### config.mk
export PLATFORM = sky130hd
export DESIGN_NAME = alu_operand_stage
export DESIGN_NICKNAME = d
export VERILOG_FILES = /design/src/rtl/alu_operand_stage.sv
export SDC_FILE = /design/constraint.sdc
export NUM_CORES = 1
export LEC_CHECK = 0
export ABC_AREA = 0
export ABC_CLOCK_PERIOD_IN_PS = 17750
export BUFFER_PORTS_ARGS = -buffer_cell sky130_fd_sc_hd__buf_2
export CAP_MARGIN = 25
export CORE_ASPECT_RATIO = 0.5
export CORE_MARGIN = 2
export CORE_UTILIZATION = 61
export CTS_CLUSTER_SIZE = 28
export DETAILED_ROUTE_END_ITERATION = 16
export PLACE_DENSITY_LB_ADDON = 0.1
export SYNTH_ARGS = -nofsm -noshare
export SYNTH_HDL_FRONTEND = slang
export SYNTH_SLANG_ARGS = --single-unit
### constraint.sdc
create_clock -name clock -period 17.75 [get_ports clock]
set_input_delay 0.8875 -clock clock [delete_from_list [all_inputs] [get_ports clock]]
set_output_delay 0.8875 -clock clock [all_outputs]
set_load 0.03 [all_outputs]
### src/rtl/alu_operand_stage.sv
// alu_operand_stage
//
// Registered operand front end for the ALU adder. Each accepted beat is
// conditioned for add or subtract (B is inverted for subtract, carry-in is
// the subtract flag). Per-bit propagate and generate vectors are formed, and
// the result is stored in a 2-entry FIFO skid buffer that feeds the
// byte-wide carry-lookahead adder blocks downstream.
//
// Parameters:
//   WIDTH      operand width; must be a non-zero multiple of 8
//
// Ports:
//   clock      rising-edge clock
//   reset      asynchronous active-high reset
//   in_valid   upstream beat present
//   in_ready   stage can accept a beat (registered state only)
//   in_a       operand A
//   in_b       operand B
//   in_sub     1 = A - B, 0 = A + B
//   out_valid  head entry valid toward the adder
//   out_ready  adder accepts the head entry
//   out_x      adder operand x (= A)
//   out_y      adder operand y (= B or ~B)
//   out_p      per-bit propagate, x | y
//   out_g      per-bit generate, x & y
//   out_cin    carry into bit 0
//   out_sub    opcode carried alongside for flag logic
//
// Handshake: a transfer happens on a rising edge where valid and ready are
// both high. Once valid is raised, the payload must stay stable until that
// transfer occurs. Ready never depends combinationally on valid on the same
// side.
module alu_operand_stage #(
  parameter int WIDTH = 32
) (
  input  logic             clock,
  input  logic             reset,
  input  logic             in_valid,
  output logic             in_ready,
  input  logic [WIDTH-1:0] in_a,
  input  logic [WIDTH-1:0] in_b,
  input  logic             in_sub,
  output logic             out_valid,
  input  logic             out_ready,
  output logic [WIDTH-1:0] out_x,
  output logic [WIDTH-1:0] out_y,
  output logic [WIDTH-1:0] out_p,
  output logic [WIDTH-1:0] out_g,
  output logic             out_cin,
  output logic             out_sub
);

  typedef struct packed {
    logic [WIDTH-1:0] x;
    logic [WIDTH-1:0] y;
    logic [WIDTH-1:0] p;
    logic [WIDTH-1:0] g;
    logic             cin;
    logic             sub;
  } entry_t;

  entry_t     mem_q [2];
  entry_t     mem_d [2];
  logic       rd_ptr_q, rd_ptr_d;
  logic       wr_ptr_q, wr_ptr_d;
  logic [1:0] count_q, count_d;

  entry_t     new_entry;
  entry_t     head_entry;
  logic       head_idx;
  logic       push;
  logic       pop;

  // Bitwise conditioning of the incoming beat; no width growth.
  always_comb begin
    new_entry     = '0;
    new_entry.x   = in_a;
    new_entry.y   = in_sub ? ~in_b : in_b;
    new_entry.p   = new_entry.x | new_entry.y;
    new_entry.g   = new_entry.x & new_entry.y;
    new_entry.cin = in_sub;
    new_entry.sub = in_sub;
  end

  assign in_ready  = (count_q != 2'd2);
  assign out_valid = (count_q != 2'd0);
  assign push      = in_valid & in_ready;
  assign pop       = out_valid & out_ready;

  // When empty, the read pointer has already moved past the last popped
  // entry. Look one slot back so the outputs keep showing the last popped
  // beat. After reset both slots are zero, so either slot yields zeros.
  assign head_idx   = (count_q == 2'd0) ? ~rd_ptr_q : rd_ptr_q;
  assign head_entry = mem_q[head_idx];

  assign out_x   = head_entry.x;
  assign out_y   = head_entry.y;
  assign out_p   = head_entry.p;
  assign out_g   = head_entry.g;
  assign out_cin = head_entry.cin;
  assign out_sub = head_entry.sub;

  always_comb begin
    mem_d[0] = mem_q[0];
    mem_d[1] = mem_q[1];
    rd_ptr_d = rd_ptr_q;
    wr_ptr_d = wr_ptr_q;
    count_d  = count_q;

    if (push) begin
      mem_d[wr_ptr_q] = new_entry;
      wr_ptr_d        = ~wr_ptr_q;
    end
    if (pop) begin
      rd_ptr_d = ~rd_ptr_q;
    end

    case ({push, pop})
      2'b10:   count_d = count_q + 2'd1;
      2'b01:   count_d = count_q - 2'd1;
      default: count_d = count_q;
    endcase
  end

  // Storage is reset as well, so the data outputs read zero as soon as
  // reset asserts without waiting for a clock edge.
  always_ff @(posedge clock or posedge reset) begin
    if (reset) begin
      mem_q[0] <= '0;
      mem_q[1] <= '0;
      rd_ptr_q <= 1'b0;
      wr_ptr_q <= 1'b0;
      count_q  <= 2'd0;
    end else begin
      mem_q[0] <= mem_d[0];
      mem_q[1] <= mem_d[1];
      rd_ptr_q <= rd_ptr_d;
      wr_ptr_q <= wr_ptr_d;
      count_q  <= count_d;
    end
  end

endmodule

* Yosys cells after proc, flatten, opt, wreduce, memory -nomap -nowiden *
Index checks and enable logic that the tools add are counted.

word-level totals
  RAM bits = 0
  memories = 0
  word-level logic and storage cells = 45
  input bits = 69
  memory bits (read-only) = 0
  latch bits = 0
  flip-flop bits (word level) = 264

cells by class
  divide/modulo/power cells = 0
  bitwise logic cells = 9
  shift-type cells = 0
  add/subtract/negate cells = 2
  eq/ne operators = 3
  muxes and demuxes = 9
  multiply operators = 0
  reductions and logical operators = 4
  order comparisons = 3

operators by type and width
  operator                                             number
  two-way mux 130 bit                                  4
  bitwise mux 260 bit                                  1
  demux 130 bit (select 1 bit)                         1
  bitwise AND 32 bit                                   1
  two-way mux 32 bit                                   1
  inverter 32 bit                                      1
  OR 32 bit                                            1
  >= comparator 2 bit (second input constant)          2
  inverter 1 -> 2 bit                                  2
  case mux 2 bit (2 select lines)                      1
  nonzero test 2 bit                                   2
  adder 2 x 1 -> 2 bit (second input constant)         1
  bitwise AND 1 bit                                    2
  == test 2 x 1 -> 1 bit (second input constant)       1
  == test 2 bit (second input constant)                1
  logical NOT 2 bit                                    1
  < comparator 2 x 1 -> 1 bit (second input constant)  1
  != test 2 bit (second input constant)                1
  inverter 1 bit                                       2
  subtractor 2 x 1 -> 2 bit (second input constant)    1
  logical AND 1 bit                                    1
  two-way mux 1 bit                                    1

* Logic depth before layout (Yosys ltp) *
  word-level depth = 6
  depth in mapped cells = 6
  depth with buffers taken out = 6

* Worst setup path before layout *
OpenSTA, ideal clock, no wires.

  path kind = register to output
  start point = register count_q[1]
  end point = output port out_sub
  slack = 15.148 ns
  cell stages (with the launch flop) = 6
  path buffers = 2
  arrival = 1.714 ns
  required time = 16.862 ns
  path through = dfrtp_1 > or2_4 > xor2_4 > buf_6 > mux2_2 > buf_4

between the ends
  longest elaborated chain between the ends = 6

RTL lines
  item                                                    RTL line  source
  start: declaration                                      66        logic [1:0] count_q, count_d;
  start signal: assignment                                139       count_q <= count_d;
  logical NOT 2 bit                                       93        assign head_idx = (count_q == 2'd0) ? ~rd_ptr_q : rd_ptr_q;
  two-way mux 1 bit                                       93
  inverter 1 -> 2 bit (implied by the code)               94        assign head_entry = mem_q[head_idx];
  two-way mux 130 bit (implied by the code) (3 in a row)  94
  end: declaration                                        50        output logic out_sub

Every way passes these cells. The select of a mux whose other input is x is not followed.

* Worst setup path in the final report *
  start point = register count_q[1]
  end point = output port out_g[7]

between the ends
  longest elaborated chain between the ends = 6

RTL lines
  item                                                    RTL line  source
  logical NOT 2 bit                                       93
  two-way mux 1 bit                                       93
  inverter 1 -> 2 bit (implied by the code)               94
  two-way mux 130 bit (implied by the code) (3 in a row)  94
  end: declaration                                        48        output logic [WIDTH-1:0] out_g,

Every way passes these cells. The select of a mux whose other input is x is not followed.

==> results_dict.tcl <==
set metrics [dict create \
    antenna_found_initial 2 \
    place.gp.congestion 0.729 \
    start_kind "flip-flop" \
    die_area_sq_um 21900 \
    cts_tree "yes" \
    clk_pin_slew_ns 0.07 \
    vias_per_cell 5.38 \
    synth_top_area_share_pct 52.0 \
    port_buffers 200 \
    dr.pass1.iters 4 \
    startpoint "count_q[1]" \
    worst_slack_ns 13.52 \
    drc 0 \
    netlist_area_sq_um 12600 \
    wire_per_inst_um 18.7 \
    synth_seq_cells 262 \
    synth_area_per_cell_sq_um 15.6 \
    fin_nets 1066 \
    synth_area_leaders "dfrtp_1 52%, mux2_2 26%, mux2_4 12%" \
    rsz0062_at_grt "no" \
    setup_viol 0 \
    post-place-ws_ns 13.74 \
    cts_resized 0 \
    synth_fp_nets 877 \
    cp_max_fo 52 \
    fin_area_sq_um 14400 \
    drt_iter0_markers 317 \
    final.setup_skew_ns 0.00719 \
    ctsHoldBuffers 0 \
    arrival_ns 3.34 \
    grt_pass1_wl_mm 38.8 \
    start_util_pct 61.7 \
    vias 6916 \
    grt_max_degree 109 \
    drive_gt1_share_pct 66.4 \
    post-route-period-util_pct 23.8 \
    cts.sinks 262 \
    grt_usage_pct 22.1 \
    worstPathRequired_ns 16.86 \
    critical_path.slowest_cell "buf_4" \
    numCtsBuffers 23 \
    r2r_cells 5 \
    wl_mm 24.0 \
    cts_max_path_buffers 3 \
    cap_violations 0 \
    grt_pass1_vias 7397 \
    critical_path_class "flip-flop to primary output" \
    timing.critical_path.cells "or2_4 > xor2_4 > buf_16 > buf_4 > mux2_2 > buf_2" \
    synthCells 807 \
    slowest_delay_ns 0.73 \
    post_cts_buffers 0 \
    hold_viol 0 \
    fmax_mhz 236 \
    tns_ns 0 \
    grt-ovfl-total 0 \
    drv_slew 0 \
    ant_nets 0 \
    yosys_warnings 0 \
    clockRootBuffer "clkbuf_16" \
    die_h_um 106 \
    min_period_ns 4.23 \
    syn2layout_area_growth_pct 14.3 \
    setup.worst_path.end_class "primary output" \
    yosysUniqueCellTypes 20 \
    fp.dieW_um 207 \
    dp_hpwl_mm 15.5 \
    tightest_slew_ns 1.01 \
    placed_area_sq_um 13500 \
    n_fill_cell 1399 \
    cts.htree.levels 1 \
    slew_headroom_pct 32.3 \
    seq_area_frac_synth_pct 52.0 \
    clock_latency_ns 0.52 \
    yosys.area.top_type "dfrtp_1" \
    min_path_type "primary input to asynchronous set/reset pin" \
    row_count 37 \
    ioPinCount 201 \
    coreArea_sq_um 20400 \
    crit-reg2reg-launch "count_q[0]" \
    status "complete, no violations" \
]
## synthesized netlist by cell type (all sizes together)
library cell  instances
and2                 33
nor2                  1
xnor2                 3
inv                   1
nand3b                1
nand2b                1
nand2                 1
xor2                 35
and3                  1
mux2                387
dfrtp               262
ha                    1
buf                  47
or2                  33
## state kept, by name (all words and copies together) (netlist names)
| signal | cells |
|---|---|
| count_q | 2 |
| wr_ptr_q | 1 |
| mem_q | 258 |
| rd_ptr_q | 1 |
## layout by cell type (no fill, tap or decap), types with 2 or more instances in the layout
cell type	Yosys	final
and2_1	33	33
buf_16	0	3
buf_2	20	200
buf_4	4	8
bufinv_16	0	4
clkbuf_1	0	4
clkbuf_16	0	23
clkbuf_8	0	3
clkinv_2	0	4
clkinvlp_4	0	2
dfrtp_1	262	262
mux2_2	286	286
mux2_4	101	101
or2_2	32	32
xnor2_1	3	3
xor2_1	34	34
## cell type report
class                           count  area [sq um]  area share, %
Sequential cell                   262          6560           45.5
Multi-Input combinational cell    497          5560           38.6
Timing Repair Buffer              211          1140           7.94
Clock buffer                       30           632           4.39
Tap cell                          273           342           2.37
Clock inverter                     10           155           1.08
Inverter                            1          11.3         0.0782
Antenna cell                        1          2.50         0.0174
## worst paths after layout
path                       slack, ns         end
setup reg to reg               15.08   mem_q[59]
hold / removal                  0.49  mem_q[145]
min in group clock              0.50    wr_ptr_q
setup / recovery               13.52    out_g[7]
max in group asynchronous      15.83  mem_q[256]
hold reg to reg                 0.50    wr_ptr_q
## critical path, delay by kind of cell (launching register included)
kind	cells	cell delay, ns
xor+xnor	1	0.41
flops	1	0.43
buf+inv	3	1.15
simple gates	1	0.30
mux	1	0.43
## per-stage QoR
stage	hold WS, ns	utilization (%)	instances
floorplan	0.451	-	807
global placement	0.479	66.3	1241
detailed placement	0.485	66.3	1241
CTS	0.496	70.1	1281
global route	0.512	70.5	1284
finish	0.495	70.5	1285
## layer usage
metal	share of wire, %	vias to the layer above	GRT usage, %
li1	-	3200	-
met1	46	3570	30.4
met2	48	117	36.5
met3	5.1	27	5.54
met4	1.3	2	3.47
met5	0.054	-	0
## logic make-up (layout without fill, tap and decap cells)
logic type               Yosys count  count (layout)  share of synthesized area (%)
adder cells (fa/ha/maj)            1               1                         0.0993
multiplexers                     387             387                           37.6
buffers and inverters             48             252                           3.88
other                              0               1                              0
XOR/XNOR                          38              38                           2.79
flip-flops                       262             262                           52.0
AND/OR/NAND/NOR                   71              71                           3.58
Power is not shown: default switching activity piles up to over one toggle a cycle in this logic, so the estimate is an artifact.
